File: src/rtl/score_keeper.sv
// score_keeper -- rhythm-game scoring block.
//
// Purpose: tracks the score as four BCD digits (saturating at 9999), the
// current and best combo, and a timed display of the last judgment. Game flow
// is IDLE -> PLAY -> DONE. A start pulse (re)starts a game from any state and
// clears all of the game's outputs.
//
// Optional feature: define SCORE_KEEPER_COMBO_BONUS_EN to double a perfect
// hit's points (3 -> 6) while the combo before that hit is at least 10.
//
// Ports:
//   clk          in   system clock, rising edge
//   rst          in   synchronous active-high reset
//   start        in   pulse: begin or restart a game
//   stop         in   pulse: end the game
//   judge_valid  in   pulse: hit event
//   judge_grade  in   [1:0] 11 perfect, 10 late, 01 early, 00 none
//   miss         in   pulse: note left the hit window unhit
//   score_bcd    out  [15:0] four BCD digits, most significant in [15:12]
//   combo        out  [7:0] consecutive hits
//   max_combo    out  [7:0] best combo this game
//   grade_disp   out  [1:0] last judgment, cleared after DISP_CYCLES
//   playing      out  high in PLAY
//   game_over    out  one-cycle pulse on entry to DONE
module score_keeper #(
  parameter logic [23:0] DISP_CYCLES = 24'd12_000_000
) (
  input  logic        clk,
  input  logic        rst,
  input  logic        start,
  input  logic        stop,
  input  logic        judge_valid,
  input  logic [1:0]  judge_grade,
  input  logic        miss,
  output logic [15:0] score_bcd,
  output logic [7:0]  combo,
  output logic [7:0]  max_combo,
  output logic [1:0]  grade_disp,
  output logic        playing,
  output logic        game_over
);

  typedef enum logic [1:0] {
    IDLE = 2'd0,
    PLAY = 2'd1,
    DONE = 2'd2
  } state_t;

  state_t state_reg, state_next;

  logic [15:0] score_reg;
  logic [7:0]  combo_reg;
  logic [7:0]  max_combo_reg;
  logic [1:0]  grade_reg;
  logic [23:0] timer_reg;
  logic        game_over_reg;

  // ---------------- FSM: state register ----------------
  always_ff @(posedge clk) begin
    if (rst) state_reg <= IDLE;
    else     state_reg <= state_next;
  end

  // ---------------- FSM: next state ----------------
  // start wins over stop, so a simultaneous start/stop in PLAY restarts.
  always_comb begin
    state_next = state_reg;
    case (state_reg)
      IDLE:    if (start) state_next = PLAY;
      PLAY:    if (start) state_next = PLAY;
               else if (stop) state_next = DONE;
      DONE:    if (start) state_next = PLAY;
      default: state_next = IDLE;
    endcase
  end

  // ---------------- FSM: outputs ----------------
  always_comb begin
    playing = (state_reg == PLAY);
  end

  always_ff @(posedge clk) begin
    if (rst) game_over_reg <= 1'b0;
    else     game_over_reg <= (state_reg == PLAY) && (state_next == DONE);
  end

  // ---------------- judgment decode ----------------
  logic       hit;
  logic       miss_event;
  logic [3:0] points;

  // A valid judgment with grade 00 counts as a miss.
  assign hit        = judge_valid && (judge_grade != 2'b00);
  assign miss_event = miss || (judge_valid && (judge_grade == 2'b00));

  always_comb begin
    points = 4'd0;
    if (hit) begin
      if (judge_grade == 2'b11) begin
`ifdef SCORE_KEEPER_COMBO_BONUS_EN
        points = (combo_reg >= 8'd10) ? 4'd6 : 4'd3;
`else
        points = 4'd3;
`endif
      end else begin
        points = 4'd1;
      end
    end
  end

  // ---------------- BCD adder: score + points ----------------
  // Ripple through the four digits; a carry out of the top digit means the
  // true sum exceeds 9999, so the result pins at 9999.
  logic [4:1]  carry;
  logic [15:0] score_sum;
  logic [15:0] score_add;

  genvar gi;
  generate
    for (gi = 0; gi < 4; gi++) begin : g_bcd
      logic [4:0] raw;
      if (gi == 0) begin : g_lsd
        assign raw = {1'b0, score_reg[3:0]} + {1'b0, points};
      end else begin : g_upper
        assign raw = {1'b0, score_reg[gi*4 +: 4]} + {4'd0, carry[gi]};
      end
      assign carry[gi+1]          = (raw > 5'd9);
      assign score_sum[gi*4 +: 4] = carry[gi+1] ? 4'(raw - 5'd10) : raw[3:0];
    end
  endgenerate

  assign score_add = carry[4] ? 16'h9999 : score_sum;

  logic [7:0] combo_inc;
  assign combo_inc = (combo_reg == 8'hFF) ? combo_reg : combo_reg + 8'd1;

  // ---------------- score / combo / display registers ----------------
  always_ff @(posedge clk) begin
    if (rst || start) begin
      score_reg     <= 16'h0000;
      combo_reg     <= 8'd0;
      max_combo_reg <= 8'd0;
      grade_reg     <= 2'b00;
      timer_reg     <= 24'd0;
    end else if (state_reg == PLAY) begin
      if (hit) begin
        score_reg <= score_add;
        // A simultaneous miss still lets the hit count toward max_combo.
        combo_reg <= miss_event ? 8'd0 : combo_inc;
        if (combo_inc > max_combo_reg) max_combo_reg <= combo_inc;
      end else if (miss_event) begin
        combo_reg <= 8'd0;
      end

      if (judge_valid || miss) begin
        grade_reg <= judge_valid ? judge_grade : 2'b00;
        timer_reg <= DISP_CYCLES;
      end else if (timer_reg != 24'd0) begin
        timer_reg <= timer_reg - 24'd1;
        if (timer_reg == 24'd1) grade_reg <= 2'b00;
      end
    end
  end

  assign score_bcd  = score_reg;
  assign combo      = combo_reg;
  assign max_combo  = max_combo_reg;
  assign grade_disp = grade_reg;
  assign game_over  = game_over_reg;

endmodule

File: config.mk
export PLATFORM = sky130hd
export DESIGN_NAME = score_keeper
export DESIGN_NICKNAME = d
export VERILOG_FILES = /design/src/rtl/score_keeper.sv
export SDC_FILE = /design/constraint.sdc
export NUM_CORES = 1
export LEC_CHECK = 0
export ABC_AREA = 1
export CAP_MARGIN = 25
export CORE_ASPECT_RATIO = 0.75
export CORE_MARGIN = 4
export CORE_UTILIZATION = 40
export CTS_CLUSTER_SIZE = 8
export DETAILED_ROUTE_END_ITERATION = 7
export PLACE_DENSITY = 0.64
export SETUP_SLACK_MARGIN = 0.15
export SYNTH_ARGS = -nofsm -noshare
export SYNTH_HDL_FRONTEND = slang
export SYNTH_SLANG_ARGS = --single-unit
File: constraint.sdc
create_clock -name clk -period 15.2 [get_ports clk]
set_input_delay 3.04 -clock clk [delete_from_list [all_inputs] [get_ports clk]]
set_output_delay 3.04 -clock clk [all_outputs]
set_load 0.02 [all_outputs]
# Yosys cells after proc, flatten, opt, wreduce, memory -nomap -nowiden

Index checks and enable logic that the tools add are counted.

Flip-flop bits (word level): 61
Latch bits: 0
RAM bits: 0
Bits in read-only memories: 0
Input bits: 8
Word-level logic and storage cells: 66
Memories kept: 0

Add/sub/neg operators: 9
Multipliers: 0
Div/mod/pow operators: 0
$lt $le $gt $ge: 5
Eq/ne operators: 6
Shift-type cells: 0
Mux-type cells: 20
Bitwise operators: 0
Reduce and logical (&&, ||, !) cells: 19

Operators with widths:

| kind                  | number |
|---|---|
| $mux 24               | 2 |
| $mux 8                | 4 |
| $eq 24x1->1 const B   | 1 |
| $reduce_bool 24->1    | 1 |
| $sub 24x1->24 const B | 1 |
| $gt 5x4->1 const B    | 4 |
| $mux 2                | 9 |
| $mux 16               | 1 |
| $add 4x1->5           | 3 |
| $mux 4                | 3 |
| $sub 4x4->4 const B   | 3 |
| $add 8x1->8 const B   | 1 |
| $eq 8x8->1 const B    | 1 |
| $gt 8x8->1            | 1 |
| $reduce_bool 2->1     | 4 |
| $eq 2x2->1 const B    | 3 |
| $reduce_and 2->1      | 3 |
| $reduce_and 3->1      | 2 |
| $add 4x2->5           | 1 |
| $logic_not 2->1       | 2 |
| $pmux 2 s2            | 1 |
| $logic_and 1x1->1     | 3 |
| $logic_or 1x1->1      | 3 |
| $eq 2x1->1 const B    | 1 |
| $reduce_or 2->1       | 1 |

# Logic depth before layout (Yosys ltp)

Gate-level depths: netlist (run 1).

Word-level depth: 12
Depth in mapped cells: 29
Mapped depth without buffers: 28

# Least setup slack after synthesis (run 1)

No wires, ideal clock.

Kind: input port to flip-flop
Start point: input judge_grade[0]
End point: register score_reg[10], in the netlist score_bcd[10]
Library setup time: 0.067 ns
Arrival time: 7.118 ns
Setup slack: 8.015 ns
Stages on the path: 29
Buffers on the path: 1
Path through: nand2_2 -> nand2_4 -> ha_1 -> inv_1 -> fa_1 -> or2_2 -> nand3_1 -> nand3_1 -> nand2_1 -> ha_1 -> ha_1 -> xnor2_1 -> nand2_1 -> nand2_1 -> nand2_1 -> ha_1 -> ha_1 -> xnor2_1 -> nand2_1 -> nand2_1 -> nand2_1 -> ha_1 -> ha_1 -> xnor2_1 -> nand2_1 -> a21oi_4 -> buf_6 -> nand3_2 -> a21oi_2

Word-level cells in the longest chain between the ends: 12

Ends and longest elaborated chain:

| element                                                | RTL line | text |
|---|---|---|
| start: declaration                                     | 33       | `input logic [1:0] judge_grade,` |
| $eq 2x2->1 / $reduce_bool 2->1 (equally long branches) | 99, 93   |  |
| $mux 2 / $logic_and 1x1->1 (equally long branches)     | 99, 93   |  |
| $mux 2                                                 | 98       | `if (hit) begin` |
| $add 4x2->5                                            | 123      | `assign raw = {1'b0, score_reg[3:0]} + {1'b0, points};` |
| $gt 5x4->1                                             | 127      | `assign carry[gi+1] = (raw > 5'd9);` |
| $add 4x1->5                                            | 125      | `assign raw = {1'b0, score_reg[gi*4 +: 4]} + {4'd0, carry[gi]};` |
| $gt 5x4->1                                             | 127      |  |
| $add 4x1->5                                            | 125      |  |
| $gt 5x4->1                                             | 127      |  |
| $add 4x1->5                                            | 125      |  |
| $gt 5x4->1                                             | 127      |  |
| $mux 16                                                | 132      | `assign score_add = carry[4] ? 16'h9999 : score_sum;` |
| end signal: assignment                                 | 147      | `score_reg <= score_add;` |
| end: declaration                                       | 51       | `logic [15:0] score_reg;` |

Several ways; a longest one is shown, not always the timed one.
A chain may end at the register's enable or synchronous reset.

# Worst setup path in the final report (run 1)

Start point: input judge_valid
End point: register score_reg[6], in the netlist score_bcd[6]

Word-level cells in the longest chain between the ends: 11

Ends and longest elaborated chain:

| element             | RTL line | text |
|---|---|---|
| start: declaration  | 32       | `input logic judge_valid,` |
| $logic_and 1x1->1 * | 93       | `assign hit = judge_valid && (judge_grade != 2'b00);` |
| $mux 2              | 98       |  |
| $add 4x2->5         | 123      |  |
| $gt 5x4->1          | 127      |  |
| $add 4x1->5         | 125      |  |
| $gt 5x4->1          | 127      |  |
| $add 4x1->5         | 125      |  |
| $gt 5x4->1          | 127      |  |
| $add 4x1->5         | 125      |  |
| $gt 5x4->1          | 127      |  |
| $mux 16             | 132      |  |

Mark *: on every way between the ends. The rest lies on a longest branch, timed or not.

==> results of run 1 <==
==> final cells by class <==
class	count	area, um^2
clock buffers	11	242.7
clock inverters	5	50.05
fillers	875	4512
inverters	55	207.7
multi-input cells	435	2282
flip-flops and latches	61	1221
well taps	128	160.2
repair buffers	45	445.4
==> cell families after synthesis <==
kind of cell | count (synthesis)
and+or+nand+nor | 323
AOI/OAI and AO/OA | 70
buffers and inverters | 67
DFF | 61
adders and majority gates | 23
xor gates and xnor gates | 19
==> worst min-delay path by stage <==
| stage | start | endpoint | slack [ps] | cells past startpoint |
|---|---|---|---|---|
| 4_1_cts | grade_disp[1] | grade_disp[1] | 490 | 2 |
| 2_1_floorplan | timer_reg[23] | timer_reg[23] | 470 | 2 |
| 5_1_grt | grade_disp[0] | grade_disp[0] | 510 | 2 |
| 3_3_place_gp | grade_disp[0] | grade_disp[0] | 470 | 2 |
| 3_5_place_dp | grade_disp[1] | grade_disp[1] | 490 | 2 |
| 6_report | grade_disp[1] | grade_disp[1] | 490 | 2 |
==> metal layers <==
layer	part of all wire	GRT usage
met5	0	0
met3	0.070	0.05734
met1	0.48	0.2351
met2	0.44	0.2803
met4	0.011	0.04906
==> report_power, final <==
| group | total, mW | leakage, nW | internal, mW | switching (mW) |
|---|---|---|---|---|
| clock | 0.204 | 0.149 | 0.130 | 0.0741 |
| combinational | 0.0688 | 1.43 | 0.0240 | 0.0448 |
| sequential | 0.168 | 0.494 | 0.164 | 0.00417 |
==> metrics by stage <==
step / utilization / setup slack, ps / instances
after global routing: 0.5054 / 6514 / 740
after detailed placement: 0.4733 / 6714 / 724
final: 0.5054 / 7017 / 740
after global placement: 0.4733 / 7049 / 724
after floorplan: - / 8015 / 563
after CTS: 0.5054 / 7025 / 740
==> cell usage in the layout (no fill, tap or decap) <==
cell type / n
nand2_1: 143
fa_1: 1
nand4_1: 9
nor3_1: 3
o22ai_1: 1
clkdlybuf4s50_1: 43
nor2_4: 2
o21ai_1: 2
a2111oi_0: 1
a211oi_1: 1
clkbuf_8: 1
or2_2: 2
nand3b_1: 4
ha_1: 22
clkbuf_1: 1
o21ai_0: 22
a32o_1: 2
nand3_2: 3
xnor2_1: 6
nor4_1: 1
clkinv_2: 5
a21oi_2: 1
nand3_1: 50
nor2_8: 1
nand2_2: 2
nor2_2: 4
nor2_1: 92
a21oi_4: 1
o21a_1: 1
a21oi_1: 38
nand2_4: 4
clkbuf_16: 9
nand4_2: 1
buf_4: 2
inv_2: 2
dfxtp_1: 61
bufinv_16: 1
nor3b_1: 2
xor2_1: 13
inv_1: 52
==> worst register-to-register path, stage by stage, from the launching register on <==
cell and delay [ps]:
dfxtp_1 350, ha_1 180, inv_1 60, fa_1 580, nand3_1 110, nand3_1 130, nand2_1 110, ha_1 220
ha_1 210, xnor2_1 270, nand2_1 90, nand2_1 130, nand2_1 110, ha_1 210, ha_1 210, xnor2_1 240
nand2_1 80, nand2_1 130, nand2_1 110, ha_1 210, ha_1 210, xnor2_1 190, nand2_1 120, a21oi_4 410
nand3_1 140, a21oi_1 140
==> results.md, run 1 <==
- Skew-Pair Late Insertion Delay: 340 ps
- Area after DPL: 4317 um^2
- Commonest cells post-synth: 143 x nand2_1, 92 x nor2_1, 61 x dfxtp_1
- Final WL: 9294 um
- Port Buf Inserts: 43
- Cell variety after synth: 38
- TritonCTS Buffers: 9
- Final count of negative-setup-slack endpoints: 0
- Final net count: 638
- Share of layout cells above drive strength 1: 0.06699
- Root Driver: clkbuf_16
- Cell area after layout: 4609 um^2
- Worst setup path endpoint: score_bcd[6]
- GRT Total Usage: 0.1783
- Setup_tns: 0 ps
- Slew HR: 0.6641
- Largest family of logic cells by synthesized area: simple AND/OR/NAND/NOR gates
- Worst Skew: 7.347 ps
- Vias per cell: 5.051
- Drt pass-1 iters: 5
- Area growth, synth to finish: 21.70%
- Synth async-reset ratio: 0
- Global route total overflow: 0
- Slew Viols, Final: 0
- Simple-gate share of the synthesized area: 0.3789
- Synthesized area: 3787 um^2
- CP Capture Type: register
- Required time of the critical path: 15470 ps
- Crit path max fanout: 15
- Syn nets: 594
- Crit path kind: primary input to register
- Hold-fix buffers, CTS: 0
- Synth Area in XOR/XNOR: 0.04394
- Critical-path top delay cell: clkdlybuf4s50_1
- Period utilization: 0.5384
- Adder-Cell Fraction of Synth Area: 0.07796
- Syn Inst Count: 563
- H-tree Lvls: 3
- Worst path most repeated cell: nand2_1
- Cells on worst reg2reg path: 25
- R2r setup slk: 10180 ps
- CP top delay family: adder cells
- Startpoint types: primary input
- Synth Warn #: 0
- Critical Path Source: judge_valid
- Post-synth top area cell: dfxtp_1
- WP depth: 28
- Register bit total from synthesis: 61
- Antenna cells: 0
- Worst VDD drop: 0.04762 mV
- Final hold slack: 490.8 ps
- Hold Crit Class: register to register
- Sequential area share after synthesis: 0.3224
- IO Count: 44
- DP Wirelength: 6742 um
- Synth Flop Type: dfxtp_1
- DRC violations left: 0
- Initial cell density of the core: 0.4152
- WP buf/inv: 2
- Synth Area in Compound Gates: 0.1018
- Max Cap Viol: 0
- TritonCTS clock tree: built
- Clk slew on worst S/H paths: 50 ps
- Post-CTS Setup Inserts: 0
- Max Freq: 122.2 MHz
- Post-cts sizing count: 0
- Clock Tree Buf Depth: 2
- PD cells: 95.69 nW/um^2
- Gpl congestion: 0.8518
- First DRT Iteration DRCs: 241
- Die height: 92.27 um
- Area share of the largest cell type after synthesis: 0.3224
- Die Wd: 120.4 um
- Fin crit period: 8183 ps
- Final Hold Vio Count: 0
- Ranking of synthesized cells by area: dfxtp_1 32%, nand2_1 14%, nor2_1 9.1%
- Worst r2r src: score_bcd[0]
- Core ar.: 9121 um^2
- RR Endpoint: score_bcd[6]
- First-pass GRT wire length: 16170 um
- Largest register FFs: 24
- Vias in the first global route: 3470
- Top-count cell post-synth: nand2_1
- Die area: 11110 um^2
- Slew of the pin with the lowest slew margin: 502.0 ps
- Overall power: 0.4411 mW
- Static leakage: 2.068 nW
- Post-Syn Area per Cell: 6.727 um^2
- RSZ-0062 raised after global routing: false
- Post-DR wirelength/cell: 12.56 um
- Largest net degree at the start of global routing: 31
- Status: complete, no violations
- Initial antenna violation count: 0
- Post-synth EDFFs: 0
- Row count: 30
- Mux cell area share after synthesis: 0
- Max stage delay on crit path: 600 ps
- Arrival time worst endpoint: 8450 ps
- Post-route antenna net violation count: 0
- Via total after detailed routing: 3738
- Clk sinks: 61
Power figures use the tool's default switching activity.
==> inputs of run 2 (changes only) <==
==> constraint.sdc (replaced) <==
create_clock -name clk -period 7.7 [get_ports clk]
set_input_delay 1.54 -clock clk [delete_from_list [all_inputs] [get_ports clk]]
set_output_delay 1.54 -clock clk [all_outputs]
set_load 0.02 [all_outputs]
==> run 2 against run 1 <==
Clock-buffer cell count up 2. Sequential power up 98%. Wire length down 0.66%. Critical endpoint unchanged. Largest cell class unchanged. Highest routed layer unchanged.
==> results.md, run 2 (same netlist as run 1, synthesis figures left out) <==
- Status: complete, no violations
- Slew of the pin with the lowest slew margin: 466.7 ps (-35.32 ps)
- Global route total overflow: 0 (unchanged)
- Port Buf Inserts: 43 (unchanged)
- First-pass GRT wire length: 16230 um (+0.34%)
- Commonest non-fill, non-tap cell in the layout: nand2_1
- Area growth, synth to finish: 21.51%
- Hold Crit Class: register to register
- PD cells: 185.4 nW/um^2 (+94%)
- Cell area after layout: 4602 um^2 (-0.16%)
- Post-CTS Setup Inserts: 0 (unchanged)
- Startpoint types: primary input
- Final count of negative-setup-slack endpoints: 0 (unchanged)
- Die area: 11110 um^2 (unchanged)
- DP Wirelength: 6782 um (+0.60%)
- Overall power: 0.8534 mW (+93%)
- Worst setup margin: 976.4 ps (-6040 ps)
- Arrival time worst endpoint: 6980 ps (-1470 ps)
- Most frequent cells in the layout: 143 x nand2_1, 92 x nor2_1, 61 x dfxtp_1, 52 x inv_1, 50 x nand3_1
- R2r setup slk: 2650 ps (-7530 ps)
- TritonCTS clock tree: built
- Cells on worst reg2reg path: 25 (unchanged)
- Cells after DPL: 724 (unchanged)
- Final Util: 0.5045 (-0.0008230)
- Final Non-Filler Cells: 738 (-0.27%)
- Worst setup path endpoint: score_bcd[6]
- TritonCTS Buffers: 9 (unchanged)
- Vias per cell: 5.035 (-0.32%)
- Hold_sp: grade_disp[1]
- Post-DR wirelength/cell: 12.51 um (-0.39%)
- DRC violations left: 0 (unchanged)
- Final Hold Vio Count: 0 (unchanged)
- Final WL: 9233 um (-0.66%)
- Share of layout cells above drive strength 1: 0.06557 (-0.001420)
- Row count: 30 (unchanged)
- Die Wd: 120.4 um (unchanged)
- RR Endpoint: score_bcd[6]
- Static leakage: 2.063 nW (-0.26%)
- Clk slew on worst S/H paths: 50 ps (about the same)
- H-tree Lvls: 3 (unchanged)
- Area after DPL: 4317 um^2 (unchanged)
- Die height: 92.27 um (unchanged)
- Final hold slack: 486.1 ps (-4.747 ps)
- Critical Path Source: judge_valid
- Fin crit period: 6724 ps
- Slew Viols, Final: 0 (unchanged)
- Initial antenna violation count: 0 (unchanged)
- First DRT Iteration DRCs: 212 (-12%)
- GRT Total Usage: 0.1777 (-0.0006264)
- Max Freq: 148.7 MHz
- Post-cts sizing count: 0 (unchanged)
- DP Worst Slack: 721.9 ps (-5992 ps)
- RSZ-0062 raised after global routing: false
- Initial cell density of the core: 0.4152 (unchanged)
- Setup_tns: 0 ps (unchanged)
- Root Driver: clkbuf_16
- Worst r2r src: score_bcd[0]
- CP Capture Type: register
- Post-route antenna net violation count: 0 (unchanged)
- Slew HR: 0.6877 (+0.02363)
- Largest register FFs: 24 (unchanged)
- Period utilization: 0.8732
- Worst Skew: 8.585 ps (+1.238 ps)
- Final net count: 638 (unchanged)
- Crit path kind: primary input to register
- Max Cap Viol: 0 (unchanged)
- Antenna cells: 0 (unchanged)
- Clock Tree Buf Depth: 2 (unchanged)
- Core ar.: 9121 um^2 (unchanged)
- Worst VDD drop: 0.1144 mV (+140%)
- Clk sinks: 61 (unchanged)
- Hold-fix buffers, CTS: 0 (unchanged)
- Vias in the first global route: 3526 (+1.6%)
- Drt pass-1 iters: 4 (-1)
- IO Count: 44 (unchanged)
- Skew-Pair Late Insertion Delay: 330 ps (about the same)
- Gpl congestion: 0.8519 (about the same)
- Crit path max fanout: 15 (unchanged)
- Required time of the critical path: 7960 ps (-7510 ps)
- Via total after detailed routing: 3716 (-0.59%)
- Fill cells: 900 (+2.9%)
- Largest net degree at the start of global routing: 31 (unchanged)
[run 2: critical path, cell delays in order]
cell and delay, ps:
clkdlybuf4s50_1 600, nand2_2 120, nand2_4 100, ha_1 170
inv_1 60, fa_1 580, nand3_1 110, nand3_1 130
nand2_1 110, ha_1 220, ha_1 210, xnor2_1 260
nand2_1 90, nand2_1 140, nand2_1 120, ha_1 210
ha_1 210, xnor2_1 240, nand2_1 90, nand2_1 130
nand2_1 110, ha_1 210, ha_1 210, xnor2_1 190
nand2_1 130, a21oi_4 420, nand3_1 140, a21oi_1 140
[run 2: worst min-delay path by stage]
| stage | endpoint | cells after the start |
|---|---|---|
| after detailed placement | grade_disp[1] | 2 |
| after CTS | grade_disp[0] | 2 |
| after global placement | grade_disp[0] | 2 |
| after floorplan | timer_reg[23] | 2 |
| after global routing | grade_disp[0] | 2 |
| final | grade_disp[1] | 2 |
[run 2: per-layer routing]
layer	vias to the layer above	part of all wire	global-route usage
li1	1918	-	-
met1	1712	0.49	0.2326
met2	79	0.45	0.2878
met3	7	0.057	0.04932
met4	0	0.010	0.04811
met5	-	0	0
[run 2: where the power goes]
part	total (mW)	internal, mW	leakage (nW)	switching [mW]
clock	0.386	0.248	0.144	0.137
combinational	0.136	0.0474	1.43	0.0882
sequential	0.332	0.324	0.494	0.00816
total	0.853	0.620	2.06	0.234
[run 2: final cells by class]
type                       instances  area (um^2)  area share
clock buffer                      13        280.3     0.06090
inverter                          55        207.7     0.04513
tap                              128        160.2     0.03480
clock inverter                     1        5.005    0.001088
timing repair buffer              45        445.4     0.09679
multi-input combinational        435         2282      0.4959
sequential                        61         1221      0.2654
==> inputs of run 3 (changes only) <==
--- a/config.mk
+++ b/config.mk
@@ -6,7 +6,6 @@
 export NUM_CORES = 1
 export LEC_CHECK = 0
 export ABC_AREA = 1
-export CAP_MARGIN = 25
 export CORE_ASPECT_RATIO = 0.75
 export CORE_MARGIN = 4
 export CORE_UTILIZATION = 40
==> results of run 3 <==
No change in the layout: final DEF, timing and power equal those of run 2.
